## src/rtl/comp_seq.sv

```systemverilog
// Chunk-serial magnitude comparator: compares WIDTH-bit operands CHUNK bits per
// cycle, MSB chunk first, exits at the first differing chunk; EQ/GT cascade and signed mode.
module comp_seq #(
  parameter int WIDTH = 32,
  parameter int CHUNK = 8
) (
  input  logic             clock,
  input  logic             reset_n,
  input  logic             start,
  input  logic [WIDTH-1:0] A,
  input  logic [WIDTH-1:0] B,
  input  logic             is_signed,
  input  logic             EQ1,
  input  logic             GT1,
  output logic             busy,
  output logic             done,
  output logic             EQ0,
  output logic             GT0,
  output logic             LT0
);
  localparam int NCHUNK = WIDTH / CHUNK;
  localparam int IW     = (NCHUNK > 1) ? $clog2(NCHUNK) : 1;

  localparam logic [0:0] S_IDLE = 1'b0;
  localparam logic [0:0] S_CMP  = 1'b1;

  logic [0:0]       r_state;
  logic [WIDTH-1:0] r_a, r_b;
  logic             r_sgn, r_eq1, r_gt1;
  logic [IW-1:0]    r_idx;
  logic             r_done, r_eq, r_gt, r_lt;

  logic [CHUNK-1:0] w_msk, w_ac, w_bc;
  logic             w_top, w_diff, w_last, w_gt;

  // Operands shift left each step, so the chunk under test is always the top one.
  always_comb begin
    w_top          = (r_idx == IW'(NCHUNK - 1));
    w_msk          = '0;
    w_msk[CHUNK-1] = w_top & r_sgn;
    w_ac           = r_a[WIDTH-1 -: CHUNK] ^ w_msk;
    w_bc           = r_b[WIDTH-1 -: CHUNK] ^ w_msk;
    w_diff         = (w_ac != w_bc);
    w_gt           = (w_ac > w_bc);
    w_last         = (r_idx == '0);
  end

  always_ff @(posedge clock or negedge reset_n) begin
    if (!reset_n) begin
      r_state <= S_IDLE;
      r_a     <= '0;
      r_b     <= '0;
      r_sgn   <= 1'b0;
      r_eq1   <= 1'b0;
      r_gt1   <= 1'b0;
      r_idx   <= '0;
      r_done  <= 1'b0;
      r_eq    <= 1'b0;
      r_gt    <= 1'b0;
      r_lt    <= 1'b0;
    end else begin
      r_done <= 1'b0;
      case (r_state)
        S_IDLE: begin
          if (start) begin
            r_a     <= A;
            r_b     <= B;
            r_sgn   <= is_signed;
            r_eq1   <= EQ1;
            r_gt1   <= GT1;
            r_idx   <= IW'(NCHUNK - 1);
            r_state <= S_CMP;
          end
        end
        S_CMP: begin
          if (w_diff) begin
            r_eq    <= 1'b0;
            r_gt    <= w_gt;
            r_lt    <= ~w_gt;
            r_done  <= 1'b1;
            r_state <= S_IDLE;
          end else if (w_last) begin
            // All chunks equal: outcome comes from the cascade inputs.
            r_eq    <= r_eq1;
            r_gt    <= r_gt1 & ~r_eq1;
            r_lt    <= ~r_eq1 & ~r_gt1;
            r_done  <= 1'b1;
            r_state <= S_IDLE;
          end else begin
            r_idx <= r_idx - 1'b1;
            r_a   <= r_a << CHUNK;
            r_b   <= r_b << CHUNK;
          end
        end
        default: r_state <= S_IDLE;
      endcase
    end
  end

  assign busy = (r_state == S_CMP);
  assign done = r_done;
  assign EQ0  = r_eq;
  assign GT0  = r_gt;
  assign LT0  = r_lt;
endmodule

```

## config.mk

```make
export PLATFORM = sky130hd
export DESIGN_NAME = comp_seq
export DESIGN_NICKNAME = d
export VERILOG_FILES = /design/src/rtl/comp_seq.sv
export SDC_FILE = /design/constraint.sdc
export NUM_CORES = 1
export LEC_CHECK = 0
export ABC_AREA = 1
export CAP_MARGIN = 20
export CORE_ASPECT_RATIO = 1.2
export CORE_UTILIZATION = 57
export CTS_CLUSTER_SIZE = 16
export DETAILED_ROUTE_END_ITERATION = 8
export DONT_BUFFER_PORTS = 1
export PLACE_DENSITY = 0.75
export REMOVE_ABC_BUFFERS = 1
export SLEW_MARGIN = 20
export SYNTH_ARGS = -nofsm -noshare
export SYNTH_HDL_FRONTEND = slang
export SYNTH_SLANG_ARGS = --single-unit
```

## constraint.sdc

```tcl
create_clock -name clock -period 1.6 [get_ports clock]
set_input_delay 0.32 -clock clock [delete_from_list [all_inputs] [get_ports clock]]
set_output_delay 0.32 -clock clock [all_outputs]
set_load 0.01 [all_outputs]
```

==> Word-level counts from Yosys, hierarchy flattened <==
Index checks and enable logic that the tools add are counted.
{ "totals": {"regBits": 74, "input_bits": 70, "elab_cells": 57} }
{ "classes": {"addsub": 1, "order_cmp": 1, "eq_ne": 5, "n_mux": 25, "bitwise_logic": 9, "reduce_logical": 5} }
{ "ops": {"columns": ["cell", "n"], "rows": [
  ["2-to-1 mux 32 bit", 6],
  ["one-hot mux 32 bit (2 select lines)", 2],
  ["bitwise XOR 8 bit", 2],
  ["2-to-1 mux 1 bit", 12],
  ["greater-than comparator 8 bit", 1],
  ["inequality test 8 bit", 1],
  ["2-to-1 mux 2 bit", 3],
  ["inequality test 2 bit, second input constant", 3],
  ["NOT 1 bit", 4],
  ["one-hot mux 2 bit (2 select lines)", 1],
  ["AND reduction 2 bit", 2],
  ["bitwise AND 1 bit", 3],
  ["AND reduction 3 bit", 1],
  ["equality test 2 bit, second input constant", 1],
  ["logical NOT 2 bit", 1],
  ["one-hot mux 1 bit (2 select lines)", 1],
  ["nonzero test 2 bit", 1],
  ["subtractor 2 x 1 -> 2 bit, second input constant", 1]
]} }

==> Depth between registers and ports, before layout <==
{ "logic_depth": {"depth_word": 6, "mapped_depth": 11, "mapped_depth_nobuf": 11} }

==> Least setup slack after synthesis <==
No wires, ideal clock.
{ "synth_path": {"path_type": "flip-flop to flip-flop", "start": "register r_a[27]", "end": "register r_a[10]", "arrival_ns": 1.528, "required_ns": 1.483, "setup_slack_ns": -0.045, "stages_incl_launch_ff": 11, "path_buffers": 2, "path_cell_list": "dfrtp_1 -> ha_1 -> nand2_1 -> nor2_4 -> nand4_4 -> nand2_4 -> nand2_2 -> buf_6 -> buf_6 -> nand2_1 -> nand2_1"} }
{ "synth_between": {"elab_chain_len": 4} }
{ "synth_lines": {"columns": ["item", "line_no", "source"], "rows": [
  ["start, declared", "28", "logic [WIDTH-1:0] r_a, r_b;"],
  ["start signal, assigned", "91", "r_a <= r_a << CHUNK;"],
  ["bitwise XOR 8 bit", "41", "w_ac = r_a[WIDTH-1 -: CHUNK] ^ w_msk;"],
  ["inequality test 8 bit", "43", "w_diff = (w_ac != w_bc);"],
  ["inequality test 2 bit (no source line)", null, null],
  ["AND reduction 3 bit (no source line)", null, null]
]} }
Every way passes these cells.
A chain may end at the register's enable or synchronous reset.

==> Worst setup path in the final report <==
{ "layout_path": {"start": "register r_b[25]", "end": "register r_b[26]"} }
{ "layout_between": {"elab_chain_len": 4} }
{ "layout_lines": {"columns": ["item", "line_no", "source"], "rows": [
  ["start, declared", "28", null],
  ["start signal, assigned", "92", "r_b <= r_b << CHUNK;"],
  ["bitwise XOR 8 bit", "42", "w_bc = r_b[WIDTH-1 -: CHUNK] ^ w_msk;"],
  ["inequality test 8 bit", "43", null],
  ["inequality test 2 bit (no source line)", null, null],
  ["AND reduction 3 bit (no source line)", null, null]
]} }
Every way passes these cells.

==> impl_metrics.env <==
export IMPL_status="finished, violations left"
export IMPL_violations="hold timing, setup timing"
export IMPL_slew_violations=0
export IMPL_drc=0
export IMPL_synth_xor_area_share_pct=0
export IMPL_synthToLayoutAreaGrowth_pct=20.1
export IMPL_hold_class="input pin to asynchronous set/reset pin"
export IMPL_io_buffer_count=0
export IMPL_skew_ns=0.00911
export IMPL_dp_hpwl_um=5190
export IMPL_ys_flop_type="dfrtp_1"
export IMPL_pwr_share_comb_pct=55.1
export IMPL_synthAdderAreaFrac_pct=2.93
export IMPL_yosys_area_top_type="dfrtp_1"
export IMPL_max_slew_margin_pct=79.9
export IMPL_instances_no_fill=643
export IMPL_antenna_found_initial=0
export IMPL_cts_sinks=74
export IMPL_path_class="register to register"
export IMPL_fin_util_pct=71.3
export IMPL_die_area_sq_um=7090
export IMPL_fin_tns_setup_ns=-4.91
export IMPL_synth_ff_latch_count=74
export IMPL_synthCells=540
export IMPL_p_clk_share_pct=11.7
export IMPL_grt_util_all_layers_pct=26.0
export IMPL_worstPathCellList="inv_1 > ha_1 > nand2_2 > nor2_4 > nand4_4 > nand2_4 > nand2_8 > clkbuf_16 > nand2_1 > nand2_1"
export IMPL_synth_most_common_cell="nand2_1"
export IMPL_critPathTopFamily="simple AND/OR/NAND/NOR gates"
export IMPL_n_antenna_cell=0
export IMPL_dp_slack_ns=-0.155
export IMPL_fill_cells=534
export IMPL_fmax_mhz=589
export IMPL_drt_wirelength_per_cell_um=14.2
export IMPL_vias=3405
export IMPL_synth_top_area_share_pct=48.1
export IMPL_synth_seq_area_share_pct=48.1
export IMPL_initialDrtViolationCount=240
export IMPL_avgSynthCellArea_sq_um=7.13
export IMPL_synth_compound_area_share_pct=0.780
export IMPL_rsz0062_at_grt="yes"
export IMPL_final_hold_viol_count=74
export IMPL_finalWirelength_um=9140
export IMPL_core_sq_um=6490
export IMPL_postRouteAntennaNets=0
export IMPL_cts_root_buf="clkbuf_8"
export IMPL_swShare_pct=43.6
export IMPL_p_leak_nw=2.61
export IMPL_grt_start_max_net_pins=75
export IMPL_p_seq_share_pct=33.1
export IMPL_firstDrtPassIters=4
export IMPL_synthTopCellsByCount="nand2_1, dfrtp_1, nand3_1, inv_1"
export IMPL_synthSimpleGateAreaFrac_pct=41.4
export IMPL_synth_cell_type_count=17
export IMPL_via_per_inst=5.30
export IMPL_cpPeakStageDelay_ns=0.37
export IMPL_cp_common_cell="nand2_1"
export IMPL_crit_buf_inv=2
export IMPL_grt_pass1_vias=3333
export IMPL_synth_top_family_by_area="simple AND/OR/NAND/NOR gates"
export IMPL_final_setup_viol_count=68
export IMPL_internal_power_mw=5.78
export IMPL_synth_area_leaders="dfrtp_1, nand2_1, nand3_1, ha_1, inv_1"
export IMPL_synthMuxAreaShare_pct=0
export IMPL_p_sw_mw=4.47
export IMPL_maxCapViolations=0
export IMPL_die_width_um=77.0
export IMPL_startpoint_type="register"
export IMPL_grt_pass1_wl_um=14200
export IMPL_async_flop_share_pct=100
export IMPL_place_congestion=0.781
export IMPL_finalCriticalPeriod_ns=1.70
export IMPL_placed_cells=610
export IMPL_fp_row_count=32
export IMPL_slowest_stage="dfrtp_1"
export IMPL_cts_tree="yes"
export IMPL_insertion_delay_ns=0.35
export IMPL_syn_area_sq_um=3850
export IMPL_multiInputGateArea_sq_um=1940
export IMPL_htreeDepth=3
export IMPL_ios=75
export IMPL_synth_warning_count=0
export IMPL_period_share_pct=106
export IMPL_hold_slack_ns=-0.344
export IMPL_endpoint_kind="register"
export IMPL_cp_data_required_time_ns=1.84
export IMPL_initial_core_util_pct=59.3
export IMPL_finish_net_count=633
export IMPL_fin_ws_ns=-0.0965
export IMPL_cp_data_arrival_time_ns=1.94
export IMPL_powerDensity_nw_per_um2=2220
export IMPL_seqCellArea_sq_um=1850
export IMPL_synth_edf_count=0
export IMPL_drive_gt1_share_pct=17.0
export IMPL_peakVddDrop_mv=1.08
export IMPL_largestRegisters="r_a: 32 flops, r_b: 32 flops, r_idx: 2 flops"
export IMPL_path_max_fanout=7
export IMPL_cts_buffers=9
export IMPL_die_h_um=92.0
export IMPL_grt_ovfl_total=0
export IMPL_power_mw=10.3
export IMPL_clkTransAtPathRegs_ns=0.07
export IMPL_worst_pin_slew_ns=0.302
export IMPL_clk_path_buf_depth=2
==> metrics by stage <==
step	hold WS [ns]	area, sq um
2_1_floorplan	0.0244	3690
3_3_place_gp	0.0267	3960
5_1_grt	-0.360	4620
3_5_place_dp	0.0262	3960
4_1_cts	-0.351	4330
6_report	-0.344	4620
==> power by group through the flow <==
stage	Clock, mW	Sequential, mW	Combinational, mW
finish	1.21	3.40	5.66
global route	1.30	3.48	6.29
CTS	1.21	3.28	4.80
detailed placement	0	3.30	4.08
global placement	0	3.26	3.93
floorplan	0	3.28	2.79
==> repair_timing <==
| item | in CTS | in global routing |
|---|---|---|
| endpoints found under the setup margin | 69 | 71 |
| gates cloned | 3 | 4 |
| resized for setup | 20 | 48 |
| buffers inserted | 7 | 5 |
| pin swaps | 8 | 15 |
| endpoints found under the hold margin | 74 | 74 |
==> placed cells by master, fill, tap and decap left out, types with 5 or more instances in the layout <==
cell and n:
ha_1 5, nand2_1 296, nand3_1 53, nand2_2 20
buf_4 17, clkbuf_8 9, inv_1 23, nor2_1 6
dfrtp_1 73, nand2_4 9
==> layout make-up <==
cell class | count | area share (%)
clock inverters | 4 | 0.433
flip-flops and latches | 74 | 40.1
repair buffers | 33 | 10.0
clock buffers | 11 | 2.84
multi-input cells | 409 | 42.0
well taps | 85 | 2.30
inverters | 27 | 2.30
==> logic make-up (layout without fill, tap and decap cells) <==
logic type / count (synthesis) / after routing
AND/OR/NAND/NOR: 394 / 394
AO/OA/AOI/OAI: 6 / 6
buffers and inverters: 57 / 75
adder cells (fa/ha/maj): 9 / 9
flip-flops: 74 / 74
==> routing by layer <==
| layer | routed length [um] | track usage [%] | up-vias | share of wire [%] |
|---|---|---|---|---|
| li1 | - | - | 1688 | - |
| met1 | 3630 | 29.2 | 1563 | 40 |
| met2 | 4770 | 46.1 | 131 | 52 |
| met3 | 550 | 5.17 | 23 | 6.0 |
| met4 | 193 | 14.5 | 0 | 2.1 |
| met5 | 0 | 0 | - | 0 |
==> path summary, 6_finish.rpt <==
check                         from      end  slack [ns]  cells after the start
min in group clock            B[1]   r_b[1]        0.08                      2
min                        reset_n  r_b[27]       -0.34                      0
max                        r_b[25]  r_b[26]        -0.1                     10
min reg2reg                 r_b[6]   r_b[6]        0.47                      2
max reg2reg                r_b[25]  r_b[26]        -0.1                     10
max in group asynchronous  reset_n   r_b[3]        1.81                      0
==> worst register-to-register path, cell delays in order (launching register included) <==
cell       delay [ns]
dfrtp_1          0.37
inv_1            0.07
ha_1             0.31
nand2_2          0.08
nor2_4           0.11
nand4_4          0.10
nand2_4          0.13
nand2_8          0.12
clkbuf_16        0.20
nand2_1          0.06
nand2_1          0.05
No activity file was read; power rests on OpenSTA's default activity.
